<file path="src/rtl/ofdm_sync_pkg.sv">
// Shared types for the OFDM timing-sync chain: peak-detector states and metric widths.
// No logic; latency and backpressure not applicable.
package ofdm_sync_pkg;

  typedef enum logic [1:0] {
    SEARCH = 2'd0,
    TRACK  = 2'd1,
    REPORT = 2'd2,
    LOCK   = 2'd3
  } state_t;

  localparam int FBIT2_DEF = 7;
  localparam int WP_DEF    = 7 + FBIT2_DEF;
  localparam int MW_DEF    = 2 * WP_DEF;

  // P and R carry 7 integer bits ahead of the fractional field.
  function automatic int wp_of(input int fbit2);
    return 7 + fbit2;
  endfunction

endpackage

</file>
<file path="src/rtl/timing_metric_pipe.sv">
// Squares P and R, forms |P|^2 and THR_NUM*R^2, flags |P|^2 >= thr*R^2.
// Latency 3 accepted samples; no backpressure, every stage stalls while ena=0.
module timing_metric_pipe
  import ofdm_sync_pkg::*;
#(
  parameter int FBIT2   = 7,
  parameter int THR_NUM = 128,
  parameter int THR_SH  = 8
) (
  input  logic                         clk,
  input  logic                         rst,
  input  logic                         ena,
  input  logic signed [wp_of(FBIT2)-1:0] p_re,
  input  logic signed [wp_of(FBIT2)-1:0] p_im,
  input  logic signed [wp_of(FBIT2)-1:0] r_en,
  output logic [2*wp_of(FBIT2)-1:0]    mag2,
  output logic                         above,
  output logic                         valid
);

  localparam int WP  = wp_of(FBIT2);
  localparam int MW  = 2 * WP;
  localparam int RW  = MW + 8;
  localparam int CMW = RW + THR_SH;
  localparam logic [7:0] THR = 8'(THR_NUM);

  logic signed [MW-1:0] re_x, im_x, r_x;
  logic signed [MW-1:0] re2_s1, im2_s1, r2_s1;
  logic [MW-1:0]        mag2_s2;
  logic [RW-1:0]        rhs_s2;
  logic                 v_s1, v_s2;
  logic [CMW-1:0]       lhs_cmp, rhs_cmp;

  assign re_x = (MW)'(p_re);
  assign im_x = (MW)'(p_im);
  assign r_x  = (MW)'(r_en);

  // Both sides widened so the compare never drops a bit of either operand.
  assign lhs_cmp = (CMW)'(mag2_s2) << THR_SH;
  assign rhs_cmp = (CMW)'(rhs_s2);

  always_ff @(posedge clk or negedge rst) begin
    if (!rst) begin
      re2_s1  <= '0;
      im2_s1  <= '0;
      r2_s1   <= '0;
      mag2_s2 <= '0;
      rhs_s2  <= '0;
      mag2    <= '0;
      above   <= 1'b0;
      v_s1    <= 1'b0;
      v_s2    <= 1'b0;
      valid   <= 1'b0;
    end else if (ena) begin
      re2_s1  <= re_x * re_x;
      im2_s1  <= im_x * im_x;
      r2_s1   <= r_x * r_x;
      mag2_s2 <= $unsigned(re2_s1) + $unsigned(im2_s1);
      rhs_s2  <= (RW)'($unsigned(r2_s1)) * (RW)'(THR);
      mag2    <= mag2_s2;
      above   <= (lhs_cmp >= rhs_cmp);
      v_s1    <= 1'b1;
      v_s2    <= v_s1;
      valid   <= v_s2;
    end
  end

endmodule

</file>
<file path="src/rtl/timing_peak_det.sv">
// Plateau peak search on |P|^2 vs thr*R^2; one det_valid strobe per plateau with peak index/value.
// Report 3 samples + plateau close after the peak; no backpressure, ena gaps freeze everything.
module timing_peak_det
  import ofdm_sync_pkg::*;
#(
  parameter int FBIT2   = 7,
  parameter int THR_NUM = 128,
  parameter int THR_SH  = 8,
  parameter int HOLD    = 4,
  parameter int WIN     = 64,
  parameter int LOCKOUT = 256,
  parameter int CW      = 16
) (
  input  logic                           clk,
  input  logic                           rst,
  input  logic                           ena,
  input  logic                           srch_en,
  input  logic signed [wp_of(FBIT2)-1:0] p_re,
  input  logic signed [wp_of(FBIT2)-1:0] p_im,
  input  logic signed [wp_of(FBIT2)-1:0] r_en,
  output logic                           det_valid,
  output logic [CW-1:0]                  det_idx,
  output logic [2*wp_of(FBIT2)-1:0]      det_pk,
  output logic                           busy
);

  localparam int WP  = wp_of(FBIT2);
  localparam int MW  = 2 * WP;
  localparam int BW  = $clog2(HOLD + 1);
  localparam int WW  = $clog2(WIN + 1);
  localparam int LW  = $clog2(LOCKOUT + 1);
  localparam logic [BW-1:0] HOLD_C = BW'(HOLD);
  localparam logic [WW-1:0] WIN_C  = WW'(WIN);
  localparam logic [LW-1:0] LCK_C  = LW'(LOCKOUT);

  logic [MW-1:0] mag2;
  logic          above, v3;

  timing_metric_pipe #(
    .FBIT2  (FBIT2),
    .THR_NUM(THR_NUM),
    .THR_SH (THR_SH)
  ) u_pipe (
    .clk  (clk),
    .rst  (rst),
    .ena  (ena),
    .p_re (p_re),
    .p_im (p_im),
    .r_en (r_en),
    .mag2 (mag2),
    .above(above),
    .valid(v3)
  );

  state_t        state, state_n;
  logic [CW-1:0] idx_cnt, pk_idx, pk_idx_n, cur_idx;
  logic [MW-1:0] pk, pk_n;
  logic [WW-1:0] win, win_n;
  logic [BW-1:0] blw, blw_n;
  logic [LW-1:0] lck, lck_n;
  logic          take, rep_go;

  // The sample leaving the pipeline entered three accepted inputs ago.
  assign cur_idx = idx_cnt - CW'(3);
  assign take    = ena & v3;
  assign busy    = (state != SEARCH);

  always_comb begin
    state_n  = state;
    pk_n     = pk;
    pk_idx_n = pk_idx;
    win_n    = win;
    blw_n    = blw;
    lck_n    = lck;
    rep_go   = 1'b0;
    case (state)
      SEARCH: begin
        if (take && srch_en && above) begin
          state_n  = TRACK;
          pk_n     = mag2;
          pk_idx_n = cur_idx;
          win_n    = WW'(1);
          blw_n    = '0;
        end
      end
      TRACK: begin
        if (!srch_en) begin
          state_n = SEARCH;
        end else if (take) begin
          if (mag2 > pk) begin
            pk_n     = mag2;
            pk_idx_n = cur_idx;
          end
          blw_n = above ? '0 : blw + BW'(1);
          win_n = win + WW'(1);
          if (blw_n == HOLD_C || win_n == WIN_C) begin
            state_n = REPORT;
            rep_go  = 1'b1;
          end
        end
      end
      REPORT: begin
        // A sample accepted during the report clock is the first lockout sample.
        lck_n   = ena ? LW'(1) : '0;
        state_n = (ena && lck_n == LCK_C) ? SEARCH : LOCK;
      end
      LOCK: begin
        if (!srch_en) begin
          state_n = SEARCH;
        end else if (take) begin
          lck_n = lck + LW'(1);
          if (lck_n == LCK_C) state_n = SEARCH;
        end
      end
      default: state_n = SEARCH;
    endcase
  end

  always_ff @(posedge clk or negedge rst) begin
    if (!rst) begin
      state     <= SEARCH;
      idx_cnt   <= '0;
      pk        <= '0;
      pk_idx    <= '0;
      win       <= '0;
      blw       <= '0;
      lck       <= '0;
      det_valid <= 1'b0;
      det_idx   <= '0;
      det_pk    <= '0;
    end else begin
      state     <= state_n;
      pk        <= pk_n;
      pk_idx    <= pk_idx_n;
      win       <= win_n;
      blw       <= blw_n;
      lck       <= lck_n;
      det_valid <= rep_go;
      if (ena) idx_cnt <= idx_cnt + CW'(1);
      if (rep_go) begin
        det_idx <= pk_idx_n;
        det_pk  <= pk_n;
      end
    end
  end

endmodule
</file>
<file path="config.mk">
export PLATFORM = sky130hd
export DESIGN_NAME = timing_peak_det
export DESIGN_NICKNAME = d
export VERILOG_FILES = /design/src/rtl/ofdm_sync_pkg.sv /design/src/rtl/timing_metric_pipe.sv /design/src/rtl/timing_peak_det.sv
export SDC_FILE = /design/constraint.sdc
export NUM_CORES = 2
export LEC_CHECK = 0
export BUFFER_PORTS_ARGS = -buffer_cell sky130_fd_sc_hd__buf_4
export CORE_MARGIN = 1.5
export CORE_UTILIZATION = 65
export DETAILED_ROUTE_END_ITERATION = 7
export GPL_TIMING_DRIVEN = 1
export PLACE_DENSITY = 0.83
export SLEW_MARGIN = 0
export SYNTH_ARGS = -nofsm -noshare
export SYNTH_HDL_FRONTEND = slang
export SYNTH_SLANG_ARGS = --single-unit
</file>
<file path="constraint.sdc">
create_clock -name clk -period 4.2 [get_ports clk]
set_input_delay 0.63 -clock clk [delete_from_list [all_inputs] [get_ports clk]]
set_output_delay 0.63 -clock clk [all_outputs]
set_load 0.02 [all_outputs]
</file>
==> flow_metrics.py <==
metrics = {
    "die": {
        "core_mm2": 0.0515,
        "dieArea_mm2": 0.0537,
        "die_w_um": 232,
        "start_util_pct": 66.0,
        "num_rows": 83,
        "die_y_um": 232,
        "ios": 92,
    },
    "worst_setup_path": {
        "cpMostUsedCell": "fa_1",
        "critPathMaxFanout": 4,
        "crit_family": "adder cells",
        "cp.required_ps": 4640,
        "crit_path_end_kind": "flop",
        "worst-setup-path-type": "in2reg",
        "worst-path-buf-inv": 6,
        "path_cells": "buf_12 -> buf_6 -> nor2b_4 -> fa_1 -> inv_1 -> fa_1 -> inv_2 -> fa_1 -> fa_1 -> fa_1 -> inv_1 -> fa_1 -> inv_2 -> ha_4 -> a21o_1 -> a221oi_2 -> o21ai_1 -> a211oi_2 -> o21ai_2 -> a31o_1 -> a21oi_2 -> xnor2_1 -> mux2_2",
        "crit_path_max_incr_delay_ps": 550,
        "crit_path_start_kind": "input port",
        "slowest_stage": "fa_1",
        "arrival_ps": 6250,
    },
    "clock_tree": {
        "clock_sinks": 294,
        "clk_pin_slew_ps": 70,
        "cts_tree": "done",
        "cts_htree_levels": 1,
        "cts_max_path_buffers": 3,
        "root_buffer": "clkbuf_16",
        "cts_buffers": 29,
        "clk_latency_ps": 570,
    },
    "layout": {
        "final_cell_mix": "inv_1 (664), buf_4 (504), fa_1 (494)",
        "fin_nets": 4791,
        "instances_no_fill": 4646,
        "insertedDiodeCount": 0,
        "drive_gt1_share_pct": 32.5,
        "syn2layout_area_growth_pct": 27.5,
        "mostFrequentLayoutCell": "inv_1",
    },
    "sta": {
        "fin_setup_tns_ps": -67000,
        "setup_violations": 61,
        "final_max_slew_viol_count": 0,
        "finalHoldViolCount": 0,
        "period_share_pct": 138,
        "maxSlewHeadroom_pct": 29.5,
        "tightest_slew_ps": 1060,
        "rsz0062_at_grt": "true",
        "setup_ws_ps": -1610,
        "fmax_mhz": 172,
        "period_needed_ps": 5810,
        "hold_ws_ps": 116,
        "fin_skew_ps": 18.0,
    },
    "place": {
        "gp_congestion": 0.945,
        "post-place-cells": 4504,
        "dpl.hpwl_um": 64700,
        "numPortBuffers": 91,
    },
    "global_routing": {
        "grt_overflow": 0,
        "antenna_found_initial": 1,
        "grt_pass1_vias": 30227,
        "grt_pass1_wl_um": 145000,
        "grt_start_max_net_pins": 199,
        "track_usage_pct": 33.9,
    },
    "yosys": {
        "synthSimpleGateAreaFrac_pct": 9.89,
        "syn_area_mm2": 0.0340,
        "ys_seq_area_share_pct": 21.6,
        "synth_xor_area_share_pct": 4.15,
        "synth_top_family_by_area": "adder cells",
        "synth_adder_area_share_pct": 41.1,
        "synth_area_leaders": "fa_1 (31%), dfrtp_1 (22%), ha_1 (10%), inv_1 (8.3%), mux2_2 (5.3%)",
        "synth_warnings": 0,
        "synth_area_leader_cell": "fa_1",
        "ys.flop_type": "dfrtp_1",
        "muxShareOfSynthArea_pct": 6.39,
        "ys_ff_latch": 294,
        "syn_area_per_cell_um2": 10.1,
        "syn_nets": 4224,
        "async_flop_share_pct": 100,
        "synth_edf_count": 0,
        "synth_compound_area_share_pct": 7.36,
        "syn_inst": 3376,
        "yosysTopAreaCellShare_pct": 30.9,
        "ys_types": 79,
    },
    "detailed_routing": {
        "drt_iter0_markers": 1875,
        "vias": 27063,
        "wire_per_inst_um": 20.4,
        "ant_nets": 0,
        "drcViolationCount": 0,
        "dr.pass1.iters": 7,
        "wl_um": 94900,
        "vias_per_cell": 5.83,
    },
    "hold_path": {
        "min_path_type": "in2async",
    },
    "outcome": {
        "violations": "setup timing",
        "status": "finished with violations",
    },
    "flow_run": {
        "cap_violations": 0,
    },
}
==> sequential cells by signal, indices dropped and copies added (netlist names) <==
signal	flops
u_pipe.mag2	28
det_pk	28
u_pipe.v_s2	1
pk	28
det_idx	16
blw	3
state	2
u_pipe.im2_s1	27
u_pipe.rhs_s2	27
det_valid	1
idx_cnt	16
lck	9
u_pipe.mag2_s2	28
pk_idx	16
win	7
u_pipe.v_s1	1
u_pipe.above	1
u_pipe.re2_s1	27
u_pipe.r2_s1	27
u_pipe.valid	1
==> logic make-up after synthesis <==
| group | Yosys count |
|---|---|
| multiplexers | 193 |
| buffers and inverters | 854 |
| flip-flops | 294 |
| AO/OA/AOI/OAI | 377 |
| XOR/XNOR | 161 |
| adder cells (fa/ha/maj) | 802 |
| AND/OR/NAND/NOR | 695 |
==> final timing paths <==
check | end | cells after the start | from | slack, ps
max in group asynchronous | det_idx[5] | 2 | rst | 3020
setup / recovery | u_pipe.r2_s1[24] | 23 | r_en[13] | -1610
setup reg to reg | det_idx[5] | 10 | u_pipe.mag2[26] | 660
min in group clk | idx_cnt[0] | 2 | ena | 380
hold reg to reg | u_pipe.v_s1 | 1 | u_pipe.v_s1 | 490
hold / removal | lck[5] | 1 | rst | 120
==> layer usage <==
| layer | up-vias | share of wire, % | track usage [%] |
|---|---|---|---|
| met4 | 2 | 6.3 | 14.9 |
| met1 | 13792 | 34 | 37.9 |
| met5 | - | 0.014 | 0 |
| li1 | 11679 | - | - |
| met2 | 1102 | 55 | 64.8 |
| met3 | 488 | 4.5 | 3.32 |
==> metrics by stage <==
step | utilization (%) | setup slack, ps | area (µm²)
after floorplan | - | -1930 | 35200
after global placement | 76.6 | -2020 | 39500
after detailed placement | 76.6 | -2230 | 39500
after CTS | 82.2 | -1430 | 42400
after global routing | 84.2 | -1800 | 43400
final | 84.2 | -1610 | 43400
==> layout make-up <==
class / count / area (µm²)
clock buffers: 36 / 782
flip-flops and latches: 294 / 7360
clock inverters: 18 / 226
well taps: 680 / 851
multi-input cells: 2228 / 25700
inverters: 754 / 2850
repair buffers: 636 / 5600
fillers: 2503 / 8150
==> worst reg2reg max path: cells and delay by family, from the launching register on <==
family | cells | cell delay [ps]
buf+inv | 1 | 450
simple gates | 4 | 840
mux | 2 | 730
compound gates | 2 | 670
fa+ha+maj | 1 | 320
flops | 1 | 420
==> cells in the mapped netlist (4+ instances only) <==
cell type  instances
inv_1            754
fa_1             525
dfrtp_1          294
ha_1             277
nand2_1          252
mux2_2           161
xnor2_1          123
and2_1           118
nor2_1           117
a21oi_1           92
clkbuf_1          85
o21ai_0           84
a21o_1            58
nor2b_1           49
nand3_1           43
xor2_1            38
mux2_1            28
nor3_1            28
and3_1            20
nand4_1           20
o31ai_1           18
a211oi_1          14
o211ai_1          12
a31oi_1           11
nand2b_1          11
o21a_1            11
or2_2              9
buf_2              8
o21bai_1           8
or3_1              8
a31o_2             6
a221oi_1           5
buf_1              5
a21boi_0           4
a21o_2             4
o221ai_1           4
==> timing repair <==
action / in CTS / in global routing
hold buffers: 0 / 0
setup endpoints to repair: 61 / 62
buffers inserted: 65 / 38
resized for setup: 357 / 199
pin swaps: 204 / 145
gates cloned: 0 / 1
Power is not shown: default switching activity piles up to over one toggle a cycle in this logic, so the estimate is an artifact.
